## src/rtl/logic_unit_arbiter.sv

```systemverilog
// Round-robin arbiter sharing one 32-bit bitwise logic unit (AND/OR/NOR/INV)
// among NUM_REQ requesters. Each operation runs GRANT -> EXEC -> DONE, and the
// result comes back with a one-cycle valid pulse tagged with the owner's index.
module logic_unit_arbiter #(
   parameter int NUM_REQ = 4,
   parameter int ID_W    = 2
) (
   input  logic                    clk,
   input  logic                    rst,
   input  logic [NUM_REQ-1:0]      req,
   input  logic [2*NUM_REQ-1:0]    opcode,
   input  logic [32*NUM_REQ-1:0]   op_a,
   input  logic [32*NUM_REQ-1:0]   op_b,
   output logic [NUM_REQ-1:0]      gnt,
   output logic [31:0]             result,
   output logic                    valid,
   output logic [ID_W-1:0]         res_id,
   output logic                    busy
);

   typedef enum logic [1:0] {
      S_IDLE  = 2'd0,
      S_GRANT = 2'd1,
      S_EXEC  = 2'd2,
      S_DONE  = 2'd3
   } state_t;

   state_t              state_reg, state_next;

   // Arbitration state: pointer to last winner and the winner being granted
   logic [ID_W-1:0]     ptr_reg;
   logic [ID_W-1:0]     win_reg;
   logic [ID_W-1:0]     win_next;
   logic                win_found;

   // Operands captured at the end of the grant cycle
   logic [1:0]          opc_reg;
   logic [31:0]         a_reg;
   logic [31:0]         b_reg;
   logic [ID_W-1:0]     id_reg;

   // Registered outputs
   logic [NUM_REQ-1:0]  gnt_reg, gnt_next;
   logic                valid_reg, valid_next;
   logic                busy_reg, busy_next;
   logic [31:0]         result_reg;
   logic [ID_W-1:0]     res_id_reg;
   logic [31:0]         alu_out;

   // Per-requester views of the flattened request buses
   logic [1:0]          opc_arr [NUM_REQ];
   logic [31:0]         a_arr   [NUM_REQ];
   logic [31:0]         b_arr   [NUM_REQ];

   genvar gi;
   generate
      for (gi = 0; gi < NUM_REQ; gi++) begin : g_unpack
         assign opc_arr[gi] = opcode[2*gi +: 2];
         assign a_arr[gi]   = op_a[32*gi +: 32];
         assign b_arr[gi]   = op_b[32*gi +: 32];
      end
   endgenerate

   // Round-robin search starting just after the last winner, so the last
   // winner is always considered last
   always_comb begin
      win_next  = '0;
      win_found = 1'b0;
      for (int k = 1; k <= NUM_REQ; k++) begin
         if (!win_found && req[(int'(ptr_reg) + k) % NUM_REQ]) begin
            win_found = 1'b1;
            win_next  = ID_W'((int'(ptr_reg) + k) % NUM_REQ);
         end
      end
   end

   // State register
   always_ff @(posedge clk or posedge rst) begin
      if (rst) begin
         state_reg <= S_IDLE;
      end else begin
         state_reg <= state_next;
      end
   end

   // Next-state logic; DONE loops straight back to GRANT for back-to-back work
   always_comb begin
      state_next = state_reg;
      case (state_reg)
         S_IDLE:  if (|req) state_next = S_GRANT;
         S_GRANT: state_next = S_EXEC;
         S_EXEC:  state_next = S_DONE;
         S_DONE:  state_next = (|req) ? S_GRANT : S_IDLE;
         default: state_next = S_IDLE;
      endcase
   end

   // Output decode on the upcoming state so the flops line up with it
   always_comb begin
      gnt_next   = '0;
      valid_next = 1'b0;
      busy_next  = (state_next != S_IDLE);
      if (state_next == S_GRANT) begin
         gnt_next[win_next] = 1'b1;
      end
      if (state_next == S_DONE) begin
         valid_next = 1'b1;
      end
   end

   // Registered outputs
   always_ff @(posedge clk or posedge rst) begin
      if (rst) begin
         gnt_reg   <= '0;
         valid_reg <= 1'b0;
         busy_reg  <= 1'b0;
      end else begin
         gnt_reg   <= gnt_next;
         valid_reg <= valid_next;
         busy_reg  <= busy_next;
      end
   end

   // Bitwise logic unit working on the captured operands
   always_comb begin
      case (opc_reg)
         2'b00:   alu_out = a_reg & b_reg;
         2'b01:   alu_out = a_reg | b_reg;
         2'b10:   alu_out = ~(a_reg | b_reg);
         default: alu_out = ~a_reg;
      endcase
   end

   // Winner capture, operand latch at the end of GRANT, result at the end of EXEC
   always_ff @(posedge clk or posedge rst) begin
      if (rst) begin
         ptr_reg    <= ID_W'(NUM_REQ - 1);
         win_reg    <= '0;
         opc_reg    <= '0;
         a_reg      <= '0;
         b_reg      <= '0;
         id_reg     <= '0;
         result_reg <= '0;
         res_id_reg <= '0;
      end else begin
         if (state_next == S_GRANT) begin
            win_reg <= win_next;
         end
         if (state_reg == S_GRANT) begin
            opc_reg <= opc_arr[win_reg];
            a_reg   <= a_arr[win_reg];
            b_reg   <= b_arr[win_reg];
            id_reg  <= win_reg;
            ptr_reg <= win_reg;
         end
         if (state_reg == S_EXEC) begin
            result_reg <= alu_out;
            res_id_reg <= id_reg;
         end
      end
   end

   assign gnt    = gnt_reg;
   assign valid  = valid_reg;
   assign busy   = busy_reg;
   assign result = result_reg;
   assign res_id = res_id_reg;

endmodule

```

## config.mk

```make
export PLATFORM = sky130hd
export DESIGN_NAME = logic_unit_arbiter
export DESIGN_NICKNAME = d
export VERILOG_FILES = /design/src/rtl/logic_unit_arbiter.sv
export SDC_FILE = /design/constraint.sdc
export NUM_CORES = 1
export LEC_CHECK = 0
export BUFFER_PORTS_ARGS = -buffer_cell sky130_fd_sc_hd__buf_2
export CORE_ASPECT_RATIO = 0.75
export CORE_MARGIN = 2
export CORE_UTILIZATION = 48
export DETAILED_ROUTE_END_ITERATION = 12
export GPL_ROUTABILITY_DRIVEN = 0
export PLACE_DENSITY = 0.78
export SYNTH_ARGS = -nofsm -noshare
export SYNTH_HDL_FRONTEND = slang
export SYNTH_SLANG_ARGS = --single-unit
```

## constraint.sdc

```tcl
create_clock -name clk -period 3.8 [get_ports clk]
set_input_delay 0.19 -clock clk [delete_from_list [all_inputs] [get_ports clk]]
set_output_delay 0.19 -clock clk [all_outputs]
set_load 0.02 [all_outputs]
```

# Word-level counts from Yosys, hierarchy flattened
# Cells that the tools add are included.
dict set report totals {
  regBits 114
  latch_bits 0
  mem_bits_rw 0
  rom_bits 0
  input_bits 270
  out_inout_bits 40
  word_cells 90
  n_memories 0
}
dict set report classes {
  addsub 4
  mul 0
  div_mod_pow 0
  order_cmp 7
  eq_ne 7
  shifts 0
  mux 36
  bitwise 9
  n_reduce_logical 15
}
# op n
set ops {}
lappend ops {{$bmux 32 s2} 2}
lappend ops {{$mux 32} 4}
lappend ops {{$pmux 32 s3} 1}
lappend ops {{$not 32->32} 2}
lappend ops {{$and 32x32->32} 1}
lappend ops {{$or 32x32->32} 1}
lappend ops {{$lt 3x4->1 const B} 4}
lappend ops {{$mux 1} 14}
lappend ops {{$mux 2} 7}
lappend ops {{$bmux 1 s2} 4}
lappend ops {{$eq 2x2->1 const B} 4}
lappend ops {{$pmux 2 s4} 1}
lappend ops {{$reduce_or 2->1} 4}
lappend ops {{$eq 2x1->1 const B} 3}
lappend ops {{$add 2x1->2 const B} 2}
lappend ops {{$add 2x2->2 const B} 2}
lappend ops {{$and 1x1->1 const A} 4}
lappend ops {{$bmux 2 s2} 1}
lappend ops {{$logic_and 1x1->1} 4}
lappend ops {{$logic_not 2->1} 2}
lappend ops {{$mux 4} 1}
lappend ops {{$reduce_or 4->1} 1}
lappend ops {{$ge 3x3->1 const B} 1}
lappend ops {{$logic_not 1->1} 3}
lappend ops {{other kinds (5)} 5}

# Depth between registers and ports, before layout
dict set report logic_depth {
  depth_word 21
  depth_mapped 6
  ltp_nobuf 6
}

# Worst setup path before layout
# No wires, ideal clock.
dict set report synth_timing {
  path_kind {reg-to-reg}
  from {register state_reg[1]}
  to {register a_reg[19]}
  setup_ns 0.125
  t_arrival_ns 1.566
  required_ns 3.675
  slack_ns 2.109
  path_stages_with_launch 6
  path_buffers 2
  synth_period_minus_slack_ns 1.691
  cell_sequence {dfrtp_1 > inv_1 > ha_1 > buf_2 > clkbuf_1 > mux2_2}
}
dict set report synth_between {
  elab_chain_len 1
}
# item line_no
set synth_lines {}
lappend synth_lines {{start, declared} 28} ;# state_t state_reg, state_next;
lappend synth_lines {{start signal, assigned} 82} ;# state_reg <= state_next;
lappend synth_lines {{$eq 2x1->1} 149} ;# if (state_reg == S_GRANT) begin
lappend synth_lines {{end signal, assigned} 151} ;# a_reg <= a_arr[win_reg];
lappend synth_lines {{end, declared} 38} ;# logic [31:0] a_reg;
# No other way between the ends.
# A chain may end at the register's enable or synchronous reset.

# Worst setup path in the final report
dict set report layout_timing {
  from {register win_reg[0]}
  to {register a_reg[0]}
}
dict set report layout_between {
  elab_chain_len 4
}
# item line_no
set layout_lines {}
lappend layout_lines {{start, declared} 32} ;# logic [ID_W-1:0] win_reg;
lappend layout_lines {{start signal, assigned} 147} ;# win_reg <= win_next;
lappend layout_lines {{$not 2->3 (implied by the code)} 151}
lappend layout_lines {{$bmux 32 s2} 151}
lappend layout_lines {{$mux 32 (implied by the code) (2 in series)} 151}
# No other way between the ends. The select of a mux whose other input is x is not followed.

==> impl_results.md <==
- Clock root buffer: sky130_fd_sc_hd__clkbuf_16
- Cell type with the highest aggregate area in the netlist: sky130_fd_sc_hd__dfrtp_1
- Class of the most critical setup path: reg -> reg
- Number of nets in the layout: approximately 1100
- Power dissipated by switching net loads: 2.896 mW
- Insertion delay to the later sink of the worst-skew pair: 0.40 ns
- Number of global-route vias before repair: just under 6000
- Run status: finished clean
- Summed area of non-filler cells in the final layout: ~9000 µm²
- Rel. slew slack: 27.09%
- Final number of hold-violating endpoints: 0
- Routed Antenna Nets: 0
- Sort of element at the start of the critical path: flip-flop
- # Max-Cap Violations: 0
- Maximum resistive drop on vdd: 0.4654 mV
- Number of antenna violations at the first check in global routing: 3
- Post-route setup TNS: 0 ns
- Flop pwr share: 33.9%
- Clock slew at reported path FFs: 0.06 ns
- Warning count from the yosys run: 0
- Count of vias placed by the detailed router: 5622
- Half-perimeter wire length of the detailed placement result: 12.92 mm
- Placed inst area: ~8400 µm²
- Number of sinks driven by the clock tree: 114
- Synthesis-to-finish area growth: 32.70%
- I/O pin count: 310
- Global-route wire length before repair: approximately 29 mm
- Power Dens Cells: 869.6 nW/µm²
- Wire length reported by the detailed router: 18.10 mm
- Fill count: approximately 1100
- Part of the Yosys area used for sequential elements: 41.96%
- Height of the chip: 107.1 µm
- Final setup skew: 0.01279 ns
- Cell-internal power: 4.956 mW
- Share of cells above drive strength 1: roughly 61%
- Combinational fraction of design power: 45.6%
- # DRC: 0
- Fraction of power consumed by the clock network: about a fifth
- DRC marker count from the first detailed-route iteration: 243
- Post-synthesis average cell area: 12.91 µm²
- Post-layout util: 65.45%
- Maximum number of pins on one net before global-route repair: 73
- Count of TritonRoute iterations in the first routing pass: 6
- Overall global routing resource usage: about a quarter
- Per-cell routed wire length: 17.94 µm
- Area of the multi-input gates: 3586 µm²
- Largest cells by area after synthesis: sky130_fd_sc_hd__dfrtp_1 41%, sky130_fd_sc_hd__mux4_2 22%, sky130_fd_sc_hd__mux2_2 13%
- Slew @ Worst Pin: around 1.1 ns
- Placeable core area: ~14000 µm²
- Mapped Nets: approximately 800
- Width of the chip: approximately 140 µm
- Standard-cell row count: 37
- Number of synthesized register bits: ~110
- Critical path data arrival time: 2.58 ns
- Vias per cell: 5.572
- Hold_ws: 0.2326 ns
- Global-route congestion overflow total: 0
- Peak fanout along the critical path: 33
- Storage element area: approximately 2900 µm²
- Clock buffer count from CTS: 17
- Unrepaired setup endpoints after global routing: no
- Data required time of the worst path: 4.08 ns
- CTS tree: done
- Class of the most critical hold timing path: in -> reg
- Number of instances resized during post-cts repair: 0
- Bufs on Longest Clock Path: 2
- Number of H-tree branching levels: 4
- Netlist cell types: 31
- Element type at the critical path end: flip-flop
- Final worst path period need: 2.300 ns
- Top achievable clock speed: 0.4347 GHz
- Post-synthesis instance total: between 500 and 600
- Total die area: 15150 µm²
- Max-slew violation total from the final report: 0
- Switching part of the total: 36.88%
- Starting utilization of the core area: 49.32%
- Leakage power: 4.142 nW
- Post-route clock period utilization: about three fifths
- Final setup violation count: 0
- Share of the synthesized area in the top cell type: 41.19%
- Post-synthesis cell area: 6804 µm²
- Count of input and output buffers: 309
[worst paths after layout]
path / startpoint / end / slack (ns) / depth (start not counted)
max reg2reg: win_reg[0] / a_reg[0] / 1.50 / 3
min in group asynchronous: rst / result[24] / 0.49 / 3
max: win_reg[0] / a_reg[0] / 1.50 / 3
min: op_b[6] / b_reg[6] / 0.23 / 3
max in group asynchronous: rst / ptr_reg[0] / 2.32 / 4
min reg2reg: ptr_reg[0] / ptr_reg[0] / 0.50 / 2
[metrics by stage]
step	cells	total power, mW	setup WS, ns
after global placement	975	6.134	1.512
final	1009	7.852	1.500
after global routing	1008	8.390	1.326
after CTS	1007	7.934	1.432
after detailed placement	975	6.281	1.461
after floorplan	527	5.402	0.5976
[routing by layer]
layer | track usage (%) | vias up | wire length (µm)
li1 | - | 2568 | -
met1 | 28.63 | 2811 | 7363
met2 | 44.87 | 217 | 9434
met3 | 5.851 | 24 | 1056
met4 | 5.786 | 2 | 231
met5 | 0 | - | 16
[power by group through the flow]
stage,clock [mW],sequential (mW),combinational (mW)
6_report,1.61,2.66,3.58
5_1_grt,1.69,2.79,3.90
4_1_cts,1.63,2.67,3.64
3_5_place_dp,0,2.67,3.61
3_3_place_gp,0,2.65,3.49
2_1_floorplan,0,2.50,2.91
[placed cells by master (no fill, tap or decap), types with 3 or more instances in the layout]
| cell | n |
|---|---|
| sky130_fd_sc_hd__bufinv_16 | 3 |
| sky130_fd_sc_hd__mux4_2 | 66 |
| sky130_fd_sc_hd__a21oi_1 | 17 |
| sky130_fd_sc_hd__dfrtp_2 | 3 |
| sky130_fd_sc_hd__inv_1 | 39 |
| sky130_fd_sc_hd__dfrtp_1 | 108 |
| sky130_fd_sc_hd__mux2_4 | 10 |
| sky130_fd_sc_hd__buf_4 | 7 |
| sky130_fd_sc_hd__xnor2_1 | 15 |
| sky130_fd_sc_hd__mux2_2 | 76 |
| sky130_fd_sc_hd__clkbuf_16 | 17 |
| sky130_fd_sc_hd__o211ai_1 | 32 |
| sky130_fd_sc_hd__nor2b_1 | 4 |
| sky130_fd_sc_hd__buf_2 | 309 |
| sky130_fd_sc_hd__o21ai_0 | 54 |
| sky130_fd_sc_hd__clkinv_2 | 4 |
| sky130_fd_sc_hd__nor3_1 | 16 |
| sky130_fd_sc_hd__ha_1 | 3 |
| sky130_fd_sc_hd__nor2_1 | 19 |
[layout make-up]
cell class | count | area share [%]
multi-input combinational | 330 | 39.72
sequential | 114 | 31.71
timing repair buffer | 317 | 17.82
clock buffer | 21 | 5.100
tap | 175 | 2.425
inverter | 40 | 1.691
clock inverter | 10 | 1.483
antenna | 2 | 0.05543
[logic make-up after synthesis]
kind of cell	share of synthesized area, %
mux	36.93
buf+inv	5.553
compound gates	9.176
flops	41.96
fa+ha+maj	0.9195
xor+xnor	1.931
simple gates	3.531
[synthesized netlist by cell type (all sizes together)]
| library cell | count |
|---|---|
| ha | 5 |
| dfrtp | 112 |
| dfstp | 2 |
| nor2b | 4 |
| inv | 40 |
| mux4 | 66 |
| a21boi | 1 |
| mux2i | 2 |
| o22a | 1 |
| nor3 | 16 |
| mux2 | 86 |
| o31ai | 1 |
| nand2 | 2 |
| or3b | 1 |
| nor2 | 19 |
| nand3b | 1 |
| xnor2 | 15 |
| nand2b | 2 |
| o211ai | 32 |
| clkbuf | 26 |
| buf | 17 |
| and3b | 1 |
| a21oi | 17 |
| o21ai | 55 |
| nor4 | 1 |
| or2 | 2 |
[worst max-delay path: stages, from the launching register on]
cell	delay, ns
sky130_fd_sc_hd__dfrtp_4	0.83
sky130_fd_sc_hd__buf_4	0.48
sky130_fd_sc_hd__mux4_2	0.56
sky130_fd_sc_hd__mux2_2	0.29
[repair_timing]
action	in CTS	in global routing
hold buffers	1	0
buffers inserted	0	0
endpoints found under the hold margin	30	0
Power figures use the tool's default switching activity.
